$ cat src/rtl/picomips_pkg.sv
// -----------------------------------------------------------------------------
// picomips_pkg
// Shared ISA definitions for the picoMIPS core: opcode encoding, sequencer
// state encoding, ALU function codes and the default multiply latency.
// Used by the sequencer, the ALU and the instruction decoder.
// -----------------------------------------------------------------------------
package picomips_pkg;

  // Opcode field width. The ISA encoding fixes it.
  localparam int OPC_W = 3;

  // Default number of cycles spent in the MULT state. Legal range is 1..15.
  localparam int MUL_LAT_DEF = 2;

  typedef enum logic [OPC_W-1:0] {
    OPC_ADD  = 3'd0,
    OPC_ADDI = 3'd1,
    OPC_SUB  = 3'd2,
    OPC_MULI = 3'd3,
    OPC_MUL  = 3'd4,
    OPC_IN   = 3'd5,
    OPC_OUT  = 3'd6,
    OPC_HALT = 3'd7
  } opcode_t;

  typedef enum logic [2:0] {
    ST_FETCH      = 3'd0,
    ST_EXEC       = 3'd1,
    ST_MULT       = 3'd2,
    ST_WAIT_PRESS = 3'd3,
    ST_WAIT_REL   = 3'd4,
    ST_HALT       = 3'd5
  } seq_state_t;

  typedef enum logic [2:0] {
    ALU_ADD   = 3'd0,
    ALU_SUB   = 3'd1,
    ALU_MUL   = 3'd2,
    ALU_PASSB = 3'd3
  } alu_op_t;

  // Bundle of every control output the sequencer decodes in one cycle.
  typedef struct packed {
    logic    pc_inc;
    logic    rf_we;
    logic    out_we;
    logic    imm_sel;
    logic    in_sel;
    alu_op_t alu_op;
  } seq_ctrl_t;

endpackage : picomips_pkg

$ cat src/rtl/picomips_seq.sv
// -----------------------------------------------------------------------------
// picomips_seq
// Multi-cycle instruction sequencer for picoMIPS. Latches the opcode read
// from program memory, steps through multi-cycle execution (multiply,
// input-switch handshake, halt) and generates the one-cycle PC increment
// and write strobes. All control outputs are a combinational decode of the
// registered state (plus in_valid for the switch handshake); the live
// opcode input is only ever sampled into ir.
//
// Configuration:
//   PICOMIPS_SINGLE_STEP_EN  when defined, adds the 'step' input and FETCH
//                            waits for a step pulse before loading ir.
//
// Ports:
//   clk       in   system clock, rising edge
//   nRst      in   asynchronous active-low reset
//   opcode    in   opcode field of the program word at the current PC
//   in_valid  in   synchronised switch level, 1 = data ready
//   step      in   single-step pulse (PICOMIPS_SINGLE_STEP_EN only)
//   pc_inc    out  one-cycle program counter increment
//   rf_we     out  register-file write enable
//   alu_op    out  ALU function (add, sub, mul, pass-B)
//   imm_sel   out  ALU B operand = immediate field
//   in_sel    out  write-back source = switch input
//   out_we    out  output-port register load
//   busy      out  instruction in progress (not FETCH, not HALT)
//   halted    out  HALT executed
// -----------------------------------------------------------------------------
module picomips_seq
  import picomips_pkg::*;
#(
  parameter int MUL_LAT = MUL_LAT_DEF
) (
  input  logic             clk,
  input  logic             nRst,
  input  logic [OPC_W-1:0] opcode,
  input  logic             in_valid,
`ifdef PICOMIPS_SINGLE_STEP_EN
  input  logic             step,
`endif
  output logic             pc_inc,
  output logic             rf_we,
  output logic [2:0]       alu_op,
  output logic             imm_sel,
  output logic             in_sel,
  output logic             out_we,
  output logic             busy,
  output logic             halted
);

  // MULT counts down from MUL_LAT-1 to 0, so it lasts exactly MUL_LAT cycles.
  localparam logic [3:0] MCNT_INIT = 4'(MUL_LAT - 1);

  seq_state_t state_q;
  opcode_t    ir_q;
  logic [3:0] mcnt_q;
  logic       fetch_go;
  seq_ctrl_t  ctrl;

`ifdef PICOMIPS_SINGLE_STEP_EN
  // Step pulses outside FETCH are simply not looked at.
  assign fetch_go = step;
`else
  assign fetch_go = 1'b1;
`endif

  // NOTE: state lives in one clocked block with non-blocking assignments so
  // every register updates from the same pre-edge values; the asynchronous
  // reset drops the machine into FETCH at once, cancelling any strobe.
  always_ff @(posedge clk or negedge nRst) begin
    if (!nRst) begin
      state_q <= ST_FETCH;
      ir_q    <= OPC_ADD;
      mcnt_q  <= '0;
    end else begin
      case (state_q)
        ST_FETCH: begin
          if (fetch_go) begin
            ir_q    <= opcode_t'(opcode);
            state_q <= ST_EXEC;
          end
        end
        ST_EXEC: begin
          case (ir_q)
            OPC_ADD, OPC_ADDI, OPC_SUB, OPC_OUT: state_q <= ST_FETCH;
            OPC_MUL, OPC_MULI: begin
              mcnt_q  <= MCNT_INIT;
              state_q <= ST_MULT;
            end
            OPC_IN:   state_q <= ST_WAIT_PRESS;
            default:  state_q <= ST_HALT;
          endcase
        end
        ST_MULT: begin
          if (mcnt_q == 4'd0) state_q <= ST_FETCH;
          else                mcnt_q  <= mcnt_q - 4'd1;
        end
        // Accept on the first cycle in_valid is seen high, then wait for the
        // release so a single press can never yield two IN results.
        ST_WAIT_PRESS: if (in_valid)  state_q <= ST_WAIT_REL;
        ST_WAIT_REL:   if (!in_valid) state_q <= ST_FETCH;
        ST_HALT:       state_q <= ST_HALT;
        default:       state_q <= ST_FETCH;
      endcase
    end
  end

  // NOTE: every field is defaulted before the case so no path leaves an
  // output unassigned, which would otherwise infer a latch.
  always_comb begin
    ctrl = '{pc_inc: 1'b0, rf_we: 1'b0, out_we: 1'b0, imm_sel: 1'b0,
             in_sel: 1'b0, alu_op: ALU_ADD};
    case (state_q)
      ST_EXEC: begin
        case (ir_q)
          OPC_ADD: begin
            ctrl.rf_we  = 1'b1;
            ctrl.pc_inc = 1'b1;
          end
          OPC_ADDI: begin
            ctrl.rf_we   = 1'b1;
            ctrl.pc_inc  = 1'b1;
            ctrl.imm_sel = 1'b1;
          end
          OPC_SUB: begin
            ctrl.rf_we  = 1'b1;
            ctrl.pc_inc = 1'b1;
            ctrl.alu_op = ALU_SUB;
          end
          OPC_OUT: begin
            ctrl.out_we = 1'b1;
            ctrl.pc_inc = 1'b1;
            ctrl.alu_op = ALU_PASSB;
          end
          default: ;
        endcase
      end
      ST_MULT: begin
        ctrl.alu_op  = ALU_MUL;
        ctrl.imm_sel = (ir_q == OPC_MULI);
        if (mcnt_q == 4'd0) begin
          ctrl.rf_we  = 1'b1;
          ctrl.pc_inc = 1'b1;
        end
      end
      ST_WAIT_PRESS: begin
        if (in_valid) begin
          ctrl.rf_we  = 1'b1;
          ctrl.in_sel = 1'b1;
          ctrl.alu_op = ALU_PASSB;
          ctrl.pc_inc = 1'b1;
        end
      end
      default: ;
    endcase
  end

  assign pc_inc  = ctrl.pc_inc;
  assign rf_we   = ctrl.rf_we;
  assign out_we  = ctrl.out_we;
  assign imm_sel = ctrl.imm_sel;
  assign in_sel  = ctrl.in_sel;
  assign alu_op  = ctrl.alu_op;
  assign busy    = (state_q != ST_FETCH) && (state_q != ST_HALT);
  assign halted  = (state_q == ST_HALT);

endmodule : picomips_seq

$ cat config.mk
export PLATFORM = sky130hd
export DESIGN_NAME = picomips_seq
export DESIGN_NICKNAME = d
export VERILOG_FILES = /design/src/rtl/picomips_pkg.sv /design/src/rtl/picomips_seq.sv
export SDC_FILE = /design/constraint.sdc
export NUM_CORES = 1
export LEC_CHECK = 0
export ABC_AREA = 1
export BUFFER_PORTS_ARGS = -buffer_cell sky130_fd_sc_hd__clkbuf_2
export CAP_MARGIN = 25
export CORE_MARGIN = 10
export CORE_UTILIZATION = 25
export CTS_CLUSTER_DIAMETER = 40
export DETAILED_ROUTE_END_ITERATION = 16
export PLACE_DENSITY = 0.46
export SETUP_SLACK_MARGIN = 0.4
export SLEW_MARGIN = 25
export SYNTH_ARGS = -nofsm -noshare
export SYNTH_HDL_FRONTEND = slang
export SYNTH_SLANG_ARGS = --single-unit
export TNS_END_PERCENT = 100
$ cat constraint.sdc
create_clock -name clk -period 1.89 [get_ports clk]
set_input_delay 0.189 -clock clk [delete_from_list [all_inputs] [get_ports clk]]
set_output_delay 0.189 -clock clk [all_outputs]
set_load 0.01 [all_outputs]
Word-level counts from Yosys, hierarchy flattened --
Cells that the tools add are included.
Cells by class: add/subtract/negate cells 1, equal/unequal tests 17, multiplexer cells 21, reductions and logical operators 11
Operators by type and width (number):
- case mux 3 bit (3 select lines) | 2
- case mux 3 bit (6 select lines) | 1
- == test 3 bit (second input constant) | 5
- == test 3 x 2 -> 1 bit (second input constant) | 4
- two-way mux 4 bit | 3
- two-way mux 3 bit | 3
- inequality test 2 bit (second input constant) | 4
- case mux 4 bit (2 select lines) | 1
- == test 3 x 1 -> 1 bit (second input constant) | 2
- zero test 3 bit | 2
- two-way mux 1 bit | 6
- case mux 2 bit (3 select lines) | 1
- AND reduction 3 bit | 2
- zero test 4 bit | 1
- two-way mux 2 bit | 2
- case mux 2 bit (2 select lines) | 1
- OR reduction 4 bit | 1
- subtractor 4 x 1 -> 4 bit (second input constant) | 1
- inequality test 3 bit (second input constant) | 1
- nonzero test 3 bit | 1
- OR reduction 3 bit | 1
- inequality test 2 x 1 -> 1 bit (second input constant) | 1
- case mux 1 bit (2 select lines) | 1
- nonzero test 2 bit | 1
- 2 further kinds | 2
Storage, ports and cells: bits in registers 10, bits of input ports 6, output and inout port bits 10, logic and storage cells 53

Depth between registers and ports, before layout --
Gate-level depths: netlist (run 1).
depth after elaboration 4, depth in mapped cells 9, depth with buffers taken out 9

Worst setup path before layout (run 1) --
OpenSTA, ideal clock, no wires.
kind register to output, start point register state_q[1], end point output alu_op[1], arrival 1.078 ns, required time 1.701 ns, slack 0.623 ns, stages on the path, launching flop included 6, path buffers 0, path through dfrtp_1 > inv_2 > nand2_2 > nor2_4 > nand2_1 > o211ai_1
On the way: longest elaborated chain between the ends 2, elaborated cells on any way between the ends 4, classes of those cells eq/ne: 3; mux: 1
RTL lines:
- start: declaration | line picomips_seq.sv:54 | seq_state_t state_q;
- start signal: assignment | line picomips_seq.sv:72 | state_q <= ST_FETCH;
- start signal: assignment | line picomips_seq.sv:80 | state_q <= ST_EXEC;
- start signal: assignment | line picomips_seq.sv:85 | OPC_ADD, OPC_ADDI, OPC_SUB, OPC_OUT: state_q <= ST_FETCH;
- == test 3 x 2 -> 1 bit / == test 3 x 1 -> 1 bit (equally long branches) | line picomips_seq.sv:113 | case (state_q)
- case mux 3 bit (3 select lines) (*) | line picomips_seq.sv:113
- end: declaration | line picomips_seq.sv:43 | output logic [2:0] alu_op,
Every way passes the cells marked *; elsewhere a longest branch is shown, timed or not.

Worst setup path in the final report (run 1) --
Ends and elaborated chain as after synthesis.

==> summary.md, run 1 <==
| Metric | Value |
|---|---|
| Crit path time final | 1.55 ns |
| CP delay by family, top | flip-flops |
| Final ANT Viol Nets | 0 |
| DR iter-0 viols | 24 |
| Simple-gate share of the synthesized area | 43.5% |
| Core area | 0.00271 sq mm |
| Clock Root Buffer | clkbuf_4 |
| Final worst path period share | 81.8% |
| Main synth FF type | dfrtp_1 |
| Post-synthesis xor/xnor area fraction | 1.25% |
| Sw Share | 47.5% |
| Switching power | 0.000830 W |
| Syn Inst Count | 109 |
| Clock Tree Buf Depth | 2 |
| Post-Place Cells | 152 |
| Total CTS buffers | 3 |
| Final Max Slew Viols | 0 |
| H-tree depth | 1 |
| CP bufs+invs | 2 |
| GR Util All Layers | 7.73% |
| Combinational group share of total power | 63.8% |
| Clk_lat worst skew | 0.27 ns |
| Post-synthesis mux area share | 1.60% |
| HP Class | primary input to register |
| Die Span Y | 73.0 um |
| Placer Congestion | 0.800 |
| DR vias/cell | 4.44 |
| Pwr dens | 1730 mW/mm^2 |
| Die area | 0.00533 sq mm |
| Largest family of logic cells by synthesized area | simple AND/OR/NAND/NOR gates |
| Area delta synth->final | 43.9% |
| #FFs+latches synth | 10 |
| First-pass DRT Iterations | 4 |
| Worst IR Drop VDD | 903 uV |
| Pin count of the biggest net entering global routing | 11 |
| Final nets | 147 |
| Site row count | 19 |
| Vias in the first global route | 769 |
| Hold Vio Cnt, Final | 0 |
| Routed length per instance | 11.4 um |
| Clock tree sinks | 10 |
| FFs w/ async S/R, synth | 100% |
| CTS tree | yes |
| Crit-path cells | inv_2 > nand2_4 > nor2_4 > nand2_2 > o211ai_1 > buf_2 |
| Clock-pin slew on the worst setup and hold paths | 0.07 ns |
| Vias | 755 |
| DP HPWL | 1420 um |
| Max_cap viols | 0 |
| Ant. Diodes | 0 |
| Slowest stage delay, CP | 0.42 ns |
| Syn Nets | 116 |
| PortBufs | 14 |
| Post-synth EDFFs | 0 |
| Total congestion overflow | 0 |
| Initial core utilization | 25.9% |
| Layout cell share with drive strength beyond 1 | 41.0% |
| Sequential share of power | 24.8% |
| Final Setup Violations | 0 |
| Compound-Gate Fraction of Synth Area | 7.49% |
| Crit. End Element | output pin |
| Adder and majority gate portion of the synthesized area | 1.78% |
| Seq/Total Area, Yosys | 35.7% |
| Synthesized cell area | 702 sq um |
| Max frequency | 647 MHz |
| Largest fanout on the critical path | 4 |
| Synth cell types | 22 |
| Initial antenna violation count | 0 |
| Static Leak | 0.540 nW |
| # fillers | 304 |
| Clock Skew | 0.00280 ns |
| Horiz. Die Dim | 73.0 um |
| CP max stage cell | dfrtp_1 |
| Ys Warns | 0 |
| RSZ-0062 raised after global routing | true |
| Ports | 16 |
| Total routed wirelength | 1940 um |
| Fin Setup TNS | 0 ns |
| Syn Area/Cell | 6.44 sq um |
| Post-route DRC | 0 |
| CP required | 1.70 ns |
| Worst setup SP type | register |
| Fin cells | 170 |
| First-pass GRT wire length | 3330 um |
| Fin util | 37.3% |
| Type of the worst setup path | register to output pin |
| Worst EP arrival | 1.36 ns |
| Internal | 0.000917 W |
| Clock share of power | 11.4% |
| Outcome | complete, no violations |
-- worst register-to-register path: cells and delay by family (launching register included) --
kind | cells | cell delay (ns)
simple gates | 7 | 0.54
flops | 1 | 0.46
buf+inv | 2 | 0.27
-- cells in the final DEF, fill, tap and decap left out, types with 2 or more instances in the layout --
cell type,count
nor2_1,12
dfrtp_2,2
clkbuf_2,7
buf_4,12
inv_1,6
o21ai_0,2
nand2_1,35
a21oi_1,2
nand2_2,5
nor2_4,2
inv_2,5
buf_2,7
dfrtp_1,8
clkbuf_4,3
nor2_2,6
nand3_1,9
-- metal layers --
metal / routed length (um) / up-vias / GRT usage (%)
li1: - / 398 / -
met5: 0 / - / 0
met2: 1020 / 16 / 13.5
met3: 127 / 0 / 3.81
met4: 0 / 0 / 1.27
met1: 792 / 341 / 8.28
-- state kept, by name, indices dropped and copies added, names as in the netlist --
register,count
ir_q,3
mcnt_q,4
state_q,3
-- cells in the mapped netlist, types with 2 or more instances --
cell | instances | area share, %
o21ai_0 | 3 | 2.1
nand2_1 | 39 | 21
nand2_2 | 2 | 1.8
dfrtp_1 | 10 | 36
a21oi_1 | 3 | 2.1
nand3_1 | 9 | 6.4
nor2_1 | 18 | 9.6
inv_1 | 10 | 5.3
inv_2 | 2 | 1.1
-- stage by stage --
step	total power (W)	area (sq um)	setup slack [ns]	hold WS (ns)
global route	0.00194	1010	0.219	0.147
global placement	0.00126	798	0.452	0.0780
finish	0.00175	1010	0.344	0.149
CTS	0.00170	972	0.317	0.142
floorplan	0.00103	702	0.623	-0.107
detailed placement	0.00126	798	0.448	0.0771
-- repair_timing --
item / 4_1_cts / 5_1_grt
pin swaps: 3 / 8
hold buffers: 1 / 0
hold endpoints to repair: 10 / 0
buffers inserted: 10 / 3
gates cloned: 0 / 0
gates resized for setup: 17 / 15
endpoints found under the setup margin: 7 / 9
-- layout make-up --
type	count	area (sq um)	area share (%)
inverter	12	47.5	4.71
timing repair buffer	28	181	18.0
multi-input combinational	85	453	44.9
sequential	10	253	25.0
clock buffer	4	36.3	3.59
tap	31	38.8	3.84
-- final timing paths --
kind	start	endpoint	slack, ns	cells past startpoint
setup / recovery	state_q[1]	alu_op[1]	0.34	6
hold / removal	opcode[0]	ir_q[0]	0.15	2
setup reg to reg	state_q[0]	mcnt_q[2]	0.54	9
hold reg to reg	mcnt_q[0]	mcnt_q[0]	0.51	2
max in group asynchronous	nRst	state_q[0]	1.35	2
min in group asynchronous	nRst	state_q[1]	0.31	2
-- power groups by stage --
stage / logic (W) / registers [W] / clock network, W
after CTS: 0.00107 / 0.000425 / 0.000206
after global routing: 0.00126 / 0.000455 / 0.000220
after floorplan: 0.000645 / 0.000386 / 0
final: 0.00111 / 0.000434 / 0.000199
after detailed placement: 0.000834 / 0.000426 / 0
after global placement: 0.000830 / 0.000426 / 0
-- kinds of logic (layout without fill, tap and decap cells) --
kind of cell             Yosys count  in the layout
other                              1              1
multiplexers                       1              1
XOR/XNOR                           1              1
adder cells (fa/ha/maj)            1              1
AND/OR/NAND/NOR                   72             72
buffers and inverters             14             44
AO/OA/AOI/OAI                      9              9
flip-flops                        10             10
Note: power is estimated with default switching activity, not from simulation.
==> run 2, diff against run 1 <==
- ABC_AREA: 1 -> 0
- PLACE_DENSITY: 0.46 -> 0.48
- clock period: 1.89 -> 1.4 ns (I/O delays scaled with it)
==> summary.md, run 2 <==
| Metric | Value |
|---|---|
| Synthesized cell area | 691 sq um (-1.6%) |
| Critical path origin | state_q[1] |
| Setup ws final | -0.293 ns (-0.637 ns) |
| Reg2reg start | ir_q[1] |
| Post-route DRC | 0 (unchanged) |
| Slowest stage delay, CP | 0.44 ns (+0.02 ns) |
| CP required | 1.26 ns (-0.44 ns) |
| H-tree depth | 1 (unchanged) |
| Clk_lat worst skew | 0.28 ns (about the same) |
| Setup WS pre-CTS | -0.00529 ns (-0.453 ns) |
| CTS tree | yes |
| Total congestion overflow | 0 (unchanged) |
| Max_cap viols | 0 (unchanged) |
| Syn Inst Count | 84 (-23%) |
| First-pass GRT wire length | 3780 um (+13%) |
| Post-route cell area | 0.00123 sq mm (+22%) |
| Max FFs per register | 4 (unchanged) |
| HP Class | primary input to register |
| Count leader, synth | dfrtp_1 |
| Worst hold path depth | 2 (unchanged) |
| Hold Vio Cnt, Final | 0 (unchanged) |
| Final worst path period share | 121% |
| Clock Skew | 0.00635 ns (+0.00355 ns) |
| CP delay by family, top | simple AND/OR/NAND/NOR gates |
| Outcome | finished, violations left |
| Crit-path cells | or3b_4 > a211oi_2 > nand2b_1 > buf_2 |
| Final Max Slew Viols | 0 (unchanged) |
| Vias | 786 (+4.1%) |
| Leading registers by flop count | mcnt_q (4), ir_q (3), state_q (3) |
| Area contributors post-synth | dfrtp_1 (36%), o21ai_0 (5.1%), mux2_2 (4.9%) |
| Final ANT Viol Nets | 0 (unchanged) |
| Total power | 0.00301 W (+72%) |
| Largest fanout on the critical path | 5 (+1) |
| Static Leak | 0.598 nW (+11%) |
| Worst setup SP type | register |
| Reg2Reg Depth | 7 (-2) |
| Die Span Y | 72.6 um (-0.58%) |
| Vias in the first global route | 827 (+7.5%) |
| FFs w/ async S/R, synth | 100% (unchanged) |
| Synth cell types | 31 (+41%) |
| Flop-to-flop setup slack | -0.14 ns (-0.68 ns) |
| Ports | 16 (unchanged) |
| Commonest non-fill, non-tap cells in the layout | buf_4 (22), buf_6 (9), nand2_1 (8), clkbuf_2 (8), dfrtp_1 (8) |
| Clock tree sinks | 10 (unchanged) |
| Post-synth EDFFs | 0 (unchanged) |
| Final Setup Violations | 15 (+15) |
| Site row count | 19 (unchanged) |
| Final nets | 138 (-6.1%) |
| Horiz. Die Dim | 72.6 um (-0.58%) |
| Crit. End Element | output pin |
| Core area | 0.00271 sq mm (unchanged) |
| Initial core utilization | 25.5% (-0.42 points) |
| Top cell type's share of synthesized area | 36.2% (+0.58 points) |
| Syn Area/Cell | 8.22 sq um (+28%) |
| Commonest non-fill, non-tap cell in the layout | buf_4 |
| Hold Path Origin | opcode[2] |
| Worst EP arrival | 1.55 ns (+0.19 ns) |
| Max frequency | 591 MHz |
| Post-synth top cells | dfrtp_1 (10), nand2_1 (8), o21ai_0 (7) |
| Clock-pin slew on the worst setup and hold paths | 0.07 ns (about the same) |
| Area delta synth->final | 78.1% |
| Placer Congestion | 0.771 (-3.6%) |
| Main synth FF type | dfrtp_1 |
| Worst IR Drop VDD | 1160 uV (+28%) |
| Crit path time final | 1.69 ns |
| Seq/Total Area, Yosys | 36.2% (+0.58 points) |
| Total routed wirelength | 2270 um (+17%) |
| Syn Nets | 91 (-22%) |
| DR iter-0 viols | 16 (-33%) |
| Clock Tree Buf Depth | 2 (unchanged) |
| CP max stage cell | dfrtp_2 |
| Failing checks | negative setup slack |
| Ant. Diodes | 0 (unchanged) |
| Initial antenna violation count | 0 (unchanged) |
| DP HPWL | 1570 um (+10%) |
| Placed inst area | 952 sq um (+19%) |
| GR Util All Layers | 8.90% (+1.2 points) |
| Total CTS buffers | 3 (unchanged) |
| RR Endpoint | mcnt_q[1] |
| RSZ-0062 raised after global routing | true |
| Pin count of the biggest net entering global routing | 11 (unchanged) |
| Type of the worst setup path | register to output pin |
| Fin cells | 161 (-5.3%) |
| CP bufs+invs | 1 (-1) |
| Clock Root Buffer | clkbuf_4 |
| Pwr dens | 2450 mW/mm^2 (+42%) |
| Post-Place Cells | 142 (-6.6%) |
| PortBufs | 14 (unchanged) |
| Routed length per instance | 14.1 um (+24%) |
| Ys Warns | 0 (unchanged) |
| DR vias/cell | 4.88 (+9.9%) |
| Largest area contributor in the netlist | dfrtp_1 |
| Die area | 0.00526 sq mm (-1.2%) |
| Top reg by flops | mcnt_q |
| #FFs+latches synth | 10 (unchanged) |
| Layout cell share with drive strength beyond 1 | 60.0% (+19 points) |
| First-pass DRT Iterations | 4 (unchanged) |
| Hold endpoint | ir_q[2] |
[run 2: layout make-up]
| class | count | area, sq um |
|---|---|---|
| clock buffers | 4 | 36.3 |
| multi-input cells | 63 | 515 |
| well taps | 31 | 38.8 |
| repair buffers | 47 | 362 |
| fillers | 277 | 1480 |
| flip-flops and latches | 10 | 253 |
| inverters | 6 | 25.0 |
[run 2: how the worst max path moves through the flow]
stage	endpoint	slack, ns	depth (start not counted)
finish	pc_inc	-0.29	4
floorplan	pc_inc	-0.004	3
global route	imm_sel	-0.34	6
global placement	pc_inc	-0.005	4
detailed placement	pc_inc	-0.005	4
CTS	pc_inc	-0.31	4
[run 2: timing repair]
action                     in CTS  in global routing
setup endpoints to repair      19                 19
pin swaps                       5                  5
buffers inserted               11                  3
resized for setup              28                 15
hold endpoints to repair       10                  0
hold buffers                    1                  0
[run 2: stage by stage]
| step | TNS (ns) | hold WS (ns) | utilization [%] |
|---|---|---|---|
| CTS | -1.98 | 0.0834 | 43.5 |
| detailed placement | -0.00529 | 0.0258 | 35.1 |
| finish | -2.42 | 0.0850 | 45.4 |
| floorplan | -0.00403 | -0.156 | - |
| global route | -3.53 | 0.0818 | 45.4 |
| global placement | -0.00482 | 0.0257 | 35.1 |
[run 2: cells by family (layout without fill, tap and decap cells)]
logic type	count (synthesis)	after routing	share of synthesized area [%]
compound gates	25	25	22.8
flops	10	10	36.2
other cells	1	1	0.543
simple gates	33	33	25.9
fa+ha+maj	1	1	1.81
mux	3	3	4.89
buf+inv	11	57	7.79
[run 2: routing by layer]
| metal | wire length [um] | track usage [%] | vias to the layer above |
|---|---|---|---|
| met2 | 1320 | 16.8 | 12 |
| met3 | 72 | 3.27 | 2 |
| met5 | 0 | 0 | - |
| li1 | - | - | 391 |
| met4 | 13 | 1.90 | 0 |
| met1 | 871 | 9.04 | 381 |
[run 2: where the power goes]
group          internal (W)  switching (W)
logic               0.00122       0.000965
registers          0.000413       0.000142
clock network      0.000159       0.000117
total               0.00179        0.00122
